--- src/rtl/pe_noc_pkg.sv ---
// Shared NoC definitions: flit type ids, default field widths, packetizer state encoding
// and the flit packing helper used by the PE ports and the router.
package pe_noc_pkg;

    localparam int unsigned MESH_X       = 3;
    localparam int unsigned MESH_Y       = 3;
    localparam int unsigned X_SIZE       = $clog2(MESH_X);
    localparam int unsigned Y_SIZE       = $clog2(MESH_Y);
    localparam int unsigned ID_WIDTH     = 2;
    localparam int unsigned DATA_WIDTH   = 24;
    localparam int unsigned PKT_NO_WIDTH = 4;
    localparam int unsigned CNT_WIDTH    = 16;
    localparam int unsigned TOTAL_WIDTH  = X_SIZE + Y_SIZE + PKT_NO_WIDTH + ID_WIDTH + DATA_WIDTH;

    localparam logic [ID_WIDTH-1:0] FLIT_HEAD = 2'b00;
    localparam logic [ID_WIDTH-1:0] FLIT_BODY = 2'b01;
    localparam logic [ID_WIDTH-1:0] FLIT_TAIL = 2'b11;

    typedef enum logic [1:0] {
        StIdle = 2'd0,
        StHead = 2'd1,
        StBody = 2'd2,
        StTail = 2'd3
    } tx_state_e;

    function automatic logic [TOTAL_WIDTH-1:0] pack_flit(
        input logic [X_SIZE-1:0]       x,
        input logic [Y_SIZE-1:0]       y,
        input logic [PKT_NO_WIDTH-1:0] pkt_no,
        input logic [ID_WIDTH-1:0]     id,
        input logic [DATA_WIDTH-1:0]   data
    );
        return {x, y, pkt_no, id, data};
    endfunction

endpackage

--- src/rtl/pe_packet_tx.sv ---
// PE injection packetizer: head flit, pix_count body flits, tail flit on a valid/ready port.
// Define PE_PACKET_TX_CHECKSUM_EN to carry the body payload sum in the tail instead of the count.
module pe_packet_tx
    import pe_noc_pkg::*;
#(
    parameter int unsigned X                 = MESH_X,
    parameter int unsigned Y                 = MESH_Y,
    parameter int unsigned id_width          = ID_WIDTH,
    parameter int unsigned data_width        = DATA_WIDTH,
    parameter int unsigned pkt_no_field_size = PKT_NO_WIDTH,
    parameter int unsigned cnt_width         = CNT_WIDTH,
    localparam int unsigned x_size           = $clog2(X),
    localparam int unsigned y_size           = $clog2(Y),
    localparam int unsigned total_width      = x_size + y_size + pkt_no_field_size + id_width
                                               + data_width
) (
    input  logic                   clk,
    input  logic                   rstn,
    input  logic                   start,
    input  logic [x_size-1:0]      dst_x,
    input  logic [y_size-1:0]      dst_y,
    input  logic [cnt_width-1:0]   pix_count,
    input  logic [data_width-1:0]  head_data,
    input  logic                   pix_valid,
    output logic                   pix_ready,
    input  logic [data_width-1:0]  pix_data,
    output logic                   w_valid_pe,
    input  logic                   w_ready_pe,
    output logic [total_width-1:0] w_data_pe,
    output logic                   busy,
    output logic                   done,
    output logic [1:0]             state_monitor
);

    tx_state_e                    state_q, state_d;
    logic                         out_valid_q, out_valid_d;
    logic [total_width-1:0]       out_data_q, out_data_d;
    logic [x_size-1:0]            dst_x_q, dst_x_d;
    logic [y_size-1:0]            dst_y_q, dst_y_d;
    logic [cnt_width-1:0]         count_q, count_d;
    logic [cnt_width-1:0]         sent_q, sent_d;
    logic [pkt_no_field_size-1:0] pkt_no_q, pkt_no_d;
    logic                         done_q, done_d;
    logic [data_width-1:0]        tail_payload;
    logic                         out_free, out_hs, pix_left, pix_take;

    function automatic logic [total_width-1:0] make_flit(
        input logic [x_size-1:0]            x,
        input logic [y_size-1:0]            y,
        input logic [pkt_no_field_size-1:0] pkt_no,
        input logic [1:0]                   id,
        input logic [data_width-1:0]        data
    );
        return {x, y, pkt_no, id_width'(id), data};
    endfunction

`ifdef PE_PACKET_TX_CHECKSUM_EN
    logic [data_width-1:0] acc_q, acc_d;
    assign tail_payload = acc_q;
`else
    assign tail_payload = data_width'(count_q);
`endif

    assign out_free = !out_valid_q || w_ready_pe;
    assign out_hs   = out_valid_q && w_ready_pe;
    assign pix_left = (sent_q != count_q);
    // The first pixel may ride on the head handshake so head and body flits stream back to back.
    assign pix_ready = (state_q == StHead || state_q == StBody) && pix_left && out_free;
    assign pix_take  = pix_valid && pix_ready;

    always_comb begin
        state_d     = state_q;
        out_valid_d = out_valid_q;
        out_data_d  = out_data_q;
        dst_x_d     = dst_x_q;
        dst_y_d     = dst_y_q;
        count_d     = count_q;
        sent_d      = sent_q;
        pkt_no_d    = pkt_no_q;
        done_d      = 1'b0;
`ifdef PE_PACKET_TX_CHECKSUM_EN
        acc_d       = acc_q;
`endif
        unique case (state_q)
            StIdle: begin
                if (start) begin
                    dst_x_d     = dst_x;
                    dst_y_d     = dst_y;
                    count_d     = pix_count;
                    sent_d      = '0;
                    out_valid_d = 1'b1;
                    out_data_d  = make_flit(dst_x, dst_y, pkt_no_q, FLIT_HEAD, head_data);
                    state_d     = StHead;
`ifdef PE_PACKET_TX_CHECKSUM_EN
                    acc_d       = '0;
`endif
                end
            end
            StHead, StBody: begin
                if (pix_take) begin
                    out_valid_d = 1'b1;
                    out_data_d  = make_flit(dst_x_q, dst_y_q, pkt_no_q, FLIT_BODY, pix_data);
                    sent_d      = sent_q + cnt_width'(1);
                    state_d     = StBody;
`ifdef PE_PACKET_TX_CHECKSUM_EN
                    acc_d       = acc_q + pix_data;
`endif
                end else if (!pix_left && out_free) begin
                    out_valid_d = 1'b1;
                    out_data_d  = make_flit(dst_x_q, dst_y_q, pkt_no_q, FLIT_TAIL, tail_payload);
                    state_d     = StTail;
                end else if (out_hs) begin
                    out_valid_d = 1'b0;
                    state_d     = StBody;
                end
            end
            StTail: begin
                if (out_hs) begin
                    out_valid_d = 1'b0;
                    pkt_no_d    = pkt_no_q + pkt_no_field_size'(1);
                    done_d      = 1'b1;
                    state_d     = StIdle;
                end
            end
        endcase
    end

    always_ff @(posedge clk or negedge rstn) begin
        if (!rstn) begin
            state_q     <= StIdle;
            out_valid_q <= 1'b0;
            out_data_q  <= '0;
            dst_x_q     <= '0;
            dst_y_q     <= '0;
            count_q     <= '0;
            sent_q      <= '0;
            pkt_no_q    <= '0;
            done_q      <= 1'b0;
`ifdef PE_PACKET_TX_CHECKSUM_EN
            acc_q       <= '0;
`endif
        end else begin
            state_q     <= state_d;
            out_valid_q <= out_valid_d;
            out_data_q  <= out_data_d;
            dst_x_q     <= dst_x_d;
            dst_y_q     <= dst_y_d;
            count_q     <= count_d;
            sent_q      <= sent_d;
            pkt_no_q    <= pkt_no_d;
            done_q      <= done_d;
`ifdef PE_PACKET_TX_CHECKSUM_EN
            acc_q       <= acc_d;
`endif
        end
    end

    assign w_valid_pe    = out_valid_q;
    assign w_data_pe     = out_data_q;
    assign busy          = (state_q != StIdle);
    assign done          = done_q;
    assign state_monitor = state_q;

endmodule

--- config.mk ---
export PLATFORM = sky130hd
export DESIGN_NAME = pe_packet_tx
export DESIGN_NICKNAME = d
export VERILOG_FILES = /design/src/rtl/pe_noc_pkg.sv /design/src/rtl/pe_packet_tx.sv
export SDC_FILE = /design/constraint.sdc
export NUM_CORES = 1
export LEC_CHECK = 0
export ABC_CLOCK_PERIOD_IN_PS = 2400
export CAP_MARGIN = 20
export CORE_ASPECT_RATIO = 1.25
export CORE_MARGIN = 1.5
export CORE_UTILIZATION = 43
export CTS_CLUSTER_DIAMETER = 30
export DETAILED_ROUTE_END_ITERATION = 8
export PLACE_DENSITY = 0.78
export SKIP_CTS_REPAIR_TIMING = 1
export SLEW_MARGIN = 20
export SYNTH_ARGS = -nofsm -noshare
export SYNTH_HDL_FRONTEND = slang
export SYNTH_SLANG_ARGS = --single-unit
--- constraint.sdc ---
create_clock -name clk -period 2.4 [get_ports clk]
set_clock_uncertainty 0.15 [all_clocks]
set_input_delay 0.48 -clock clk [delete_from_list [all_inputs] [get_ports clk]]
set_output_delay 0.48 -clock clk [all_outputs]
set_load 0.1 [all_outputs]
# [Word level (Yosys, flattened, before mapping)]
# Index checks and enable logic that the tools add are counted.
[totals] wordCells=58 inputBits=73 reg_bits=78 out_inout_bits=40
[op_classes] reduce_logical=18 add_sub_neg=2 muxes=20 eq_ne=9
[ops] operator="$mux 34" count=3
[ops] operator="$pmux 34 s2" count=1
[ops] operator="$mux 16" count=2
[ops] operator="$pmux 16 s2" count=1
[ops] operator="$add 16x1->16 const B" count=1
[ops] operator="$ne 16x16->1" count=1
[ops] operator="$mux 2" count=5
[ops] operator="$reduce_and 3->1" count=3
[ops] operator="$mux 1" count=6
[ops] operator="$ne 2x2->1 const B" count=3
[ops] operator="$pmux 2 s3" count=1
[ops] operator="$logic_and 1x1->1" count=5
[ops] operator="$add 4x1->4 const B" count=1
[ops] operator="$eq 2x2->1 const B" count=2
[ops] operator="$ne 4x4->1 const B" count=1
[ops] operator="$reduce_and 2->1" count=2
[ops] operator="$reduce_bool 2->1" count=2
[ops] operator="$ne 3x3->1 const B" count=1
[ops] operator="$pmux 1 s3" count=1
[ops] operator="$eq 2x1->1 const B" count=1
[ops] operator="$logic_not 1->1" count=2
[ops] operator="$logic_not 2->1" count=1
[ops] operator="$logic_or 1x1->1" count=2
[ops] operator="$reduce_or 2->1" count=1

# [Longest topological paths before layout]
# Gate-level depths: netlist of the first run.
[logic_depth] word_depth=7 ltp_mapped=11 ltp_nobuf=8

# [Worst setup path before layout of the first run]
# OpenSTA, ideal clock, no wires.
[synth_timing] path_type="reg2out" startpoint="register state_q[1], in the netlist state_monitor[1]" endpoint="output port pix_ready" stages_incl_launch_ff=5 slack_ns=-1.144 t_required_ns=1.770 path_buffers=0 arrival_ns=2.914 path_cell_list="dfrtp_1 inv_1 ha_1 nand2_1 nor2b_1"
[synth_between] elab_chain_len=4
[synth_rtl] item="from (decl)" line_no="pe_packet_tx.sv:35" source="tx_state_e state_q, state_d;"
[synth_rtl] item="from (signal assigned)" line_no="pe_packet_tx.sv:130" source="state_q <= StIdle;"
[synth_rtl] item="from (signal assigned)" line_no="pe_packet_tx.sv:143" source="state_q <= state_d;"
[synth_rtl] item="$eq 2x1->1 / $eq 2x2->1 (equally long branches)" line_no="pe_packet_tx.sv:68" source="assign pix_ready = (state_q == StHead || state_q == StBody) && pix_left && out_free;"
[synth_rtl] item="$logic_or 1x1->1 *" line_no="pe_packet_tx.sv:68"
[synth_rtl] item="$logic_and 1x1->1 * (2 in a row)" line_no="pe_packet_tx.sv:68"
[synth_rtl] item="to (decl)" line_no="pe_packet_tx.sv:25" source="output logic pix_ready,"
# Mark *: on every way between the ends. The rest lies on a longest branch, timed or not.

# [Worst setup path after layout of the first run]
[layout_timing] startpoint="register sent_q[7]" endpoint="output port pix_ready"
[layout_between] elab_chain_len=3
[layout_rtl] item="from (decl)" line_no="pe_packet_tx.sv:41" source="logic [cnt_width-1:0] sent_q, sent_d;"
[layout_rtl] item="from (signal assigned)" line_no="pe_packet_tx.sv:149" source="sent_q <= sent_d;"
[layout_rtl] item="$ne 16x16->1" line_no="pe_packet_tx.sv:66" source="assign pix_left = (sent_q != count_q);"
[layout_rtl] item="$logic_and 1x1->1 (2 in a row)" line_no="pe_packet_tx.sv:68"
# No other way between the ends.

==> results of run 1 <==
## per-layer routing
metal,wire length (µm),share of wire,GRT usage
met3,528,0.054,0.0443
met2,5090,0.52,0.384
met5,0,0,0
met4,165,0.017,0.0726
met1,4070,0.41,0.259
## where the power goes
part,internal [mW],total [mW],switching [mW]
Sequential,1.32,1.32,0.00195
Clock,0.580,1.04,0.462
Combinational,0.115,0.191,0.0753
Total,2.01,2.55,0.539
## logic make-up (layout without fill, tap and decap cells)
family | count (synthesis) | in the layout | share of synthesized area
AOI/OAI and AO/OA | 79 | 79 | 0.137
xor gates and xnor gates | 22 | 22 | 0.0506
adders and majority gates | 5 | 5 | 0.0164
buffers and inverters | 28 | 181 | 0.0355
DFF | 78 | 78 | 0.513
muxes | 47 | 47 | 0.132
other | 0 | 1 | 0
and+or+nand+nor | 80 | 80 | 0.116
## final timing paths
path                                         start                   endpoint  depth (start not counted)
hold / removal             pkt_no_q[3]$_DFFE_PN0P_    pkt_no_q[3]$_DFFE_PN0P_                          1
hold reg to reg            pkt_no_q[3]$_DFFE_PN0P_    pkt_no_q[3]$_DFFE_PN0P_                          1
setup / recovery             sent_q[7]$_DFFE_PN0P_                  pix_ready                          5
max in group asynchronous                     rstn  w_data_pe[15]$_DFFE_PN0P_                          3
min in group asynchronous                     rstn    pkt_no_q[1]$_DFFE_PN0P_                          2
setup reg to reg             sent_q[7]$_DFFE_PN0P_  w_data_pe[29]$_DFFE_PN0P_                          6
## final cells by class
type,count,area [µm²]
diodes,1,2.50
clock buffers,11,131
clock inverters,4,72.6
fillers,702,3090
inverters,8,30.0
multi-input cells,233,1770
flip-flops and latches,78,1960
well taps,120,150
repair buffers,158,1440
## synth_stat cells (5+ instances only)
| library cell | number |
|---|---|
| nand2_1 | 16 |
| or3_1 | 5 |
| mux2_1 | 5 |
| dfrtp_1 | 78 |
| o21ai_1 | 25 |
| a22oi_1 | 16 |
| mux2i_1 | 21 |
| nor2_1 | 10 |
| nand4_1 | 10 |
| mux2_2 | 21 |
| or4_1 | 6 |
| a221o_1 | 8 |
| nand3_1 | 7 |
| inv_1 | 8 |
| and3_1 | 13 |
| clkbuf_1 | 9 |
| buf_2 | 6 |
| xnor2_1 | 18 |
| ha_1 | 5 |
| a21oi_1 | 11 |
## state kept, by name (all words and copies together), names as in the netlist
register,cells
pkt_no_q,4
dst_x_q,2
w_valid_pe,1
count_q,16
state_monitor,2
dst_y_q,2
w_data_pe,34
sent_q,16
done,1
## critical path, cell delays in order (launching register included)
cell     delay (ps)
dfrtp_1         420
xnor2_1         160
nand4_1         200
or4_4           550
nor2b_4         160
buf_12          160
## per-stage QoR
step	power, mW	area (µm²)	cells
2_1_floorplan	1.38	3830	339
3_3_place_gp	1.53	5270	591
3_5_place_dp	1.54	5270	591
4_1_cts	2.57	5470	606
5_1_grt	2.65	5560	613
6_report	2.55	5560	613
==> impl_results.md, run 1 <==
- Die width: between 80 and 90 µm
- Worst slew pin tran: around 470 ps
- Leak: 2.55 nW
- DRC: 0
- Final Hold Viols: 0
- CTS Buf Count: 9
- Reg clk slew, reported paths: ~80 ps
- Most used cells in the layout excluding fill and tap cells: buf_4, dfrtp_1, clkdlybuf4s50_1
- Setup total negative slack: -237 ps
- Flops & latches, synth: 78
- Max Slew Vio Count: 0
- Worst endpoint required time: 1770 ps
- First-pass GRT wire length: 15800 µm
- Placer Congestion: about 0.92
- Worst Setup Start Kind: flop
- Clk_lat worst skew: 350 ps
- Period Utilization, post-route: 1.10
- Final wirelength: 9860 µm
- Place WS: -20.9 ps
- Syn_area_per_cell: 11.2 µm²
- Ys flop type: dfrtp_1
- Initial DRC Count: 106
- Commonest non-fill, non-tap cell in the layout: buf_4
- Avg WL per Cell: between 15 and 20 µm
- Fmax: between 0.3 and 0.4 GHz
- Pre-antenna DRT Iters: 4
- Vias: 3236
- # nets final: ~570
- Post-Syn Nets: around 420
- Rel. slew slack: 0.683
- Core area: a little under 9000 µm²
- Cell variety after synth: 41
- WP data arrival: around 2000 ps
- Num rows: 38
- Crit-path max FO: 4
- Antenna Violating Nets Remaining: 0
- Layout cells sized above 1: 0.276
- VDD IR-drop max: 0.289 mV
- Worst Hold Class: flop to flop
- Die Footprint: around 9400 µm²
- Worst R2R Setup Slack: 10 ps
- PwrDens: 459 nW/µm²
- Asr flop ratio synth: 1.00
- CTS tree: yes
- Top cell type's share of synthesized area: 0.513
- Clk buf depth: 2
- Post-layout util: 0.642
- Chip height: about 110 µm
- Initial Util: 0.440
- Smallest setup slack after layout: -237 ps
- Total I/O pin count: 113
- Total gr overflow: 0
- Critical Path End Type: primary output
- Initial antenna violation count: 1
- Pin count of the biggest net entering global routing: between 40 and 50
- Top area cells in the synthesized netlist: dfrtp_1, mux2_2, mux2i_1
- Post-synth EDFFs: 0
- Synthesized instance count: approximately 340
- Run status: complete, but fails checks
- Area leader, netlist: dfrtp_1
- Sequential share of the synthesized area: 0.513
- Area of the mapped netlist: ~3800 µm²
- Max_cap viols: 0
- # clock sinks: roughly 80
- H-tree depth: 3
- Failing checks: setup timing
- Minimum clock period: 2640 ps
- P&R area growth vs syn: 46.0%
- RSZ-0062 raised after global routing: yes
- CP Class: flop to primary output
- Total GRT Usage: 0.216
- Via-to-Cell Ratio: about 5.3
- Synth Warn #: 0
- IO Port Bufs: about 110
- Detail Placement HPWL: 7180 µm
- Final Setup Violations: 1
- Root buf cell: clkbuf_8
- Final hold slack: 329 ps
- Vias in the first global route: 3323
No activity file was read; power rests on OpenSTA's default activity.
==> run 2, diff against run 1 <==
--- a/constraint.sdc
+++ b/constraint.sdc
@@ -3,3 +3,3 @@
 set_input_delay 0.48 -clock clk [delete_from_list [all_inputs] [get_ports clk]]
 set_output_delay 0.48 -clock clk [all_outputs]
-set_load 0.1 [all_outputs]
+set_load 0.05 [all_outputs]
==> run 2 against run 1 <==
The run still ends with setup timing left. Clock power barely moved. First-iteration DRC count increased by 51%. Routed wire length grew 4.1%. Worst setup slack worse by 19 ps. Critical path depth rose by 3. Largest cell class unchanged.
==> impl_results.md, run 2 (same netlist as run 1, synthesis figures left out) <==
- Met2 Routed Length: around 5300 µm
- Post-layout instance area: 5860 µm²
- Worst Setup Start Kind: flop
- H-tree depth: 3
- Most used cells in the layout excluding fill and tap cells: clkdlybuf4s50_1, dfrtp_1, buf_4
- CTS tree: yes
- Clk_lat worst skew: between 300 and 400 ps
- CTS Buf Count: 9
- Worst R2R Setup Slack: -260 ps
- # clock sinks: between 70 and 80
- Commonest non-fill, non-tap cell in the layout: clkdlybuf4s50_1
- Rel. slew slack: 0.652
- Avg WL per Cell: approximately 17 µm
- Reg clk slew, reported paths: roughly 80 ps
- Fmax: 0.377 GHz
- Vias in the first global route: about 3300
- Detail Placement HPWL: between 7000 and 8000 µm
- Reg2Reg Launch Point: count_q[9]$_DFFE_PN0P_
- Met3 WL post-DR: 549 µm
- Number of flip-flops under the largest register name: 34
- Vias: approximately 3300
- ANT cells: 0
- Via-to-Cell Ratio: 5.31
- Final-layout fill cell count: 660
- CP Capture Point: w_data_pe[17]$_DFFE_PN0P_
- Post-layout util: 0.677
- Minimum clock period: 2660 ps
- Worst Hold Class: flop to flop
- Hold Path Origin: pkt_no_q[3]$_DFFE_PN0P_
- Total I/O pin count: 113
- Final Hold Viols: 0
- RSZ-0062 raised after global routing: yes
- Max Slew Vio Count: 0
- Final Setup Violations: 37
- Clk buf depth: 2
- WP data arrival: 2730 ps
- Critical Path End Type: flop
- P&R area growth vs syn: 53.8%
- Final Non-Filler Cells: 618
- First-pass GRT wire length: about 16000 µm
- Initial DRC Count: 160
- Period Utilization, post-route: 1.11
- Worst slew pin tran: approximately 520 ps
- Run status: complete, but fails checks
- Final wirelength: 10300 µm
- Place WS: -14.3 ps
- PwrDens: roughly 440 nW/µm²
- CP Class: flop to flop
- Root buf cell: clkbuf_8
- DRC: 0
- Smallest setup slack after layout: -255 ps
- Die Footprint: roughly 9400 µm²
- Core area: 8650 µm²
- Pre-antenna DRT Iters: 4
- Layout cells sized above 1: 0.251
- Placer Congestion: between 0.8 and 0.9
- Chip height: about 110 µm
- Initial antenna violation count: 0
- Crit-path max FO: 8
- Cells after DPL: ~590
- # nets final: between 500 and 600
- Uppermost layer routed: met4
- Initial Util: 0.440
- Critical Path Start: count_q[9]$_DFFE_PN0P_
- Antenna Violating Nets Remaining: 0
- Leak: roughly 2.6 nW
- IO Port Bufs: between 100 and 150
- Total gr overflow: 0
- VDD IR-drop max: 0.270 mV
- Max_cap viols: 0
- R2R cell count: 8
- DP Area: 5320 µm²
- Worst endpoint required time: 2480 ps
- Pin count of the biggest net entering global routing: 55
- Failing checks: setup timing
- Die width: between 80 and 90 µm
- Final hold slack: roughly 320 ps
- Num rows: 38
- Worst R2R End: w_data_pe[17]$_DFFE_PN0P_
- Wl on met1: 4230 µm
- Total GRT Usage: 0.218
[run 2: metrics by stage]
step,total power [mW],setup TNS [ps]
final,2.56,-6700
after detailed placement,1.52,-35.6
after floorplan,1.36,0
after global placement,1.52,0
after global routing,2.67,-9460
after CTS,2.59,-1000
[run 2: per-layer routing]
layer,up-vias,global-route usage
met5,-,0
met4,0,0.0975
met3,15,0.0519
met2,109,0.369
met1,1605,0.261
li1,1555,-
[run 2: final cells by class]
type	instances	area, µm²	share of cell area
timing repair buffer	162	1610	0.275
clock inverter	6	86.3	0.0147
sequential	78	1960	0.334
inverter	8	30.0	0.00513
tap	120	150	0.0256
clock buffer	10	128	0.0218
multi-input combinational	234	1890	0.323
[run 2: worst min-delay path by stage]
stage                                 to  slack (ps)  cells after the start
6_report         pkt_no_q[3]$_DFFE_PN0P_         320                      1
4_1_cts        w_data_pe[32]$_DFFE_PN0P_        -130                      1
2_1_floorplan     count_q[0]$_DFFE_PN0P_          30                      0
5_1_grt          pkt_no_q[3]$_DFFE_PN0P_         350                      1
3_5_place_dp   w_data_pe[29]$_DFFE_PN0P_         260                      1
3_3_place_gp     pkt_no_q[3]$_DFFE_PN0P_         250                      1
[run 2: power by group]
part / internal (mW) / switching [mW]
Sequential: 1.32 / 0.00191
Combinational: 0.117 / 0.0631
Clock: 0.584 / 0.482
Total: 2.02 / 0.547
[run 2: critical path: stages, from the launching register on]
cell	delay (ps)
dfrtp_1	420
xnor2_1	210
nand4_1	160
or4_4	560
buf_4	150
buf_6	110
a31o_4	300
clkbuf_16	190
a221o_1	280
==> run 3, diff against run 2 <==
Settings changed: CTS_CLUSTER_SIZE set to 30, MAX_ROUTING_LAYER set to met4.
==> run 3 against run 2 <==
The run still ends with setup timing left. Design area about the same. Flip-flop and latch count unchanged. First-iteration DRC count decreased by 0.63%. Clock power about the same. Global-route usage increased by 0.53 points. Maximum frequency decreased by 3.0%. Non-clock buffer count increased by 1. Combinational power about the same.
==> impl_results.md, run 3 (same netlist as run 1, synthesis figures left out) <==
- Slowest stage cell, crit path: or4_4
- Commonest non-fill, non-tap cell in the layout: clkdlybuf4s50_1
- Reg clk slew, reported paths: 80 ps
- Pre-antenna DRT Iters: 4
- CP Class: flop to primary output
- Post-layout util: 0.676
- P&R area growth vs syn: 53.7%
- Crit path cell chain: xnor2_2 > nand4_1 > or4_4 > nor2b_4 > buf_12
- Worst Hold Class: flop to flop
- First-pass GRT wire length: around 16000 µm
- Total gr overflow: 0
- Antenna Violating Nets Remaining: 0
- Num rows: 38
- Final hold slack: roughly 320 ps
- Fmax: around 0.37 GHz
- RSZ-0062 raised after global routing: yes
- Period Utilization, post-route: 1.14
- CTS tree: yes
- Run status: complete, but fails checks
- Clk_lat worst skew: approximately 350 ps
- Die width: between 80 and 90 µm
- ANT cells: 0
- Most used cells in the layout excluding fill and tap cells: clkdlybuf4s50_1, dfrtp_1, buf_4
- Worst endpoint required time: between 1500 and 2000 ps
- Critical Path End Type: primary output
- H-tree depth: 3
- Die Footprint: ~9400 µm²
- WP data arrival: between 2000 and 2500 ps
- # clock sinks: between 70 and 80
- VDD IR-drop max: about 0.26 mV
- Place WS: -84.0 ps
- Worst slew pin tran: 529 ps
- Placer Congestion: about 0.88
- Chip height: approximately 110 µm
- PwrDens: about 440 nW/µm²
- Avg WL per Cell: around 17 µm
- Detail Placement HPWL: ~7200 µm
- Final wirelength: 10300 µm
- Failing checks: setup timing
- Crit-path max FO: 3
- IO Port Bufs: between 100 and 150
- Vias: around 3300
- Leak: about 2.6 nW
- Pin count of the biggest net entering global routing: 38
- Initial DRC Count: 159
- Worst Path Buf+Inv: 1
- DP Area: between 5000 and 6000 µm²
- Number of flip-flops under the largest register name: 34
- Final Setup Violations: 37
- DRC: 0
- Minimum clock period: about 2700 ps
- Initial antenna violation count: 0
- Worst Setup Start Kind: flop
- Total GRT Usage: 0.223
- Clk buf depth: 2
- # nets final: between 500 and 600
- Max Slew Vio Count: 0
- Largest delay share family, worst path: simple AND/OR/NAND/NOR gates
- Initial Util: 0.440
- CP peak stage delay: 610 ps
- Final Hold Viols: 0
- Root buf cell: clkbuf_8
- Total I/O pin count: ~110
- CTS Buf Count: 9
- Via-to-Cell Ratio: roughly 5.3
- Post-layout instance area: about 5900 µm²
- Max_cap viols: 0
- Layout cells sized above 1: 0.244
- Vias in the first global route: 3293
- Smallest setup slack after layout: -337 ps
- Rel. slew slack: 0.646
- Core area: 8650 µm²
run 3: changes by cell type in the layout (fill, tap and decap cells not counted), sizes merged:
| cell | previous run | this run |
|---|---|---|
| buf | 50 | 51 |
| clkbuf | 12 | 13 |
| clkinv | 3 | 2 |
| clkinvlp | 1 | 0 |
| inv | 8 | 9 |
run 3: layout make-up:
type	instances	area [µm²]
multi-input combinational	234	1890
sequential	78	1960
clock inverter	5	82.6
inverter	8	30.0
tap	120	150
timing repair buffer	163	1610
fill	670	2800
clock buffer	11	131
run 3: worst paths after layout:
kind | startpoint | to | slack, ps | cells past startpoint
worst max-delay path | sent_q[13]$_DFFE_PN0P_ | pix_ready | -340 | 5
worst min-delay path | pkt_no_q[3]$_DFFE_PN0P_ | pkt_no_q[3]$_DFFE_PN0P_ | 320 | 1
worst max register to register | sent_q[13]$_DFFE_PN0P_ | w_data_pe[27]$_DFFE_PN0P_ | -250 | 7
worst min register to register | pkt_no_q[3]$_DFFE_PN0P_ | pkt_no_q[3]$_DFFE_PN0P_ | 320 | 1
max in group asynchronous | rstn | state_monitor[0]$_DFFE_PN0P_ | 1010 | 3
min in group asynchronous | rstn | w_data_pe[17]$_DFFE_PN0P_ | 420 | 2
run 3: worst reg2reg max path: cells and delay by family (launching register included):
kind / cells / cell delay [ps]
buf+inv: 2 / 320
compound gates: 1 / 290
simple gates: 2 / 810
flops: 1 / 430
mux: 1 / 300
xor+xnor: 1 / 220
run 3: report_power, final:
group          internal, mW  switching [mW]  leakage (nW)
combinational         0.117          0.0644          1.40
sequential             1.32         0.00200          1.06
clock                 0.591           0.493         0.108
run 3: metal layers:
metal / global-route usage / vias up / share of wire
met3: 0.0351 / 12 / 0.037
met2: 0.380 / 87 / 0.53
met1: 0.269 / 1620 / 0.42
li1: - / 1553 / -
met4: 0.0726 / 0 / 0.018
met5: - / - / 0
run 3: through the flow:
step	total power [mW]	cells	TNS [ps]
after global routing	2.68	619	-7660
after detailed placement	1.52	593	-1350
final	2.58	619	-5950
after global placement	1.52	593	-1.55
after CTS	2.60	609	-3010
after floorplan	1.36	339	0
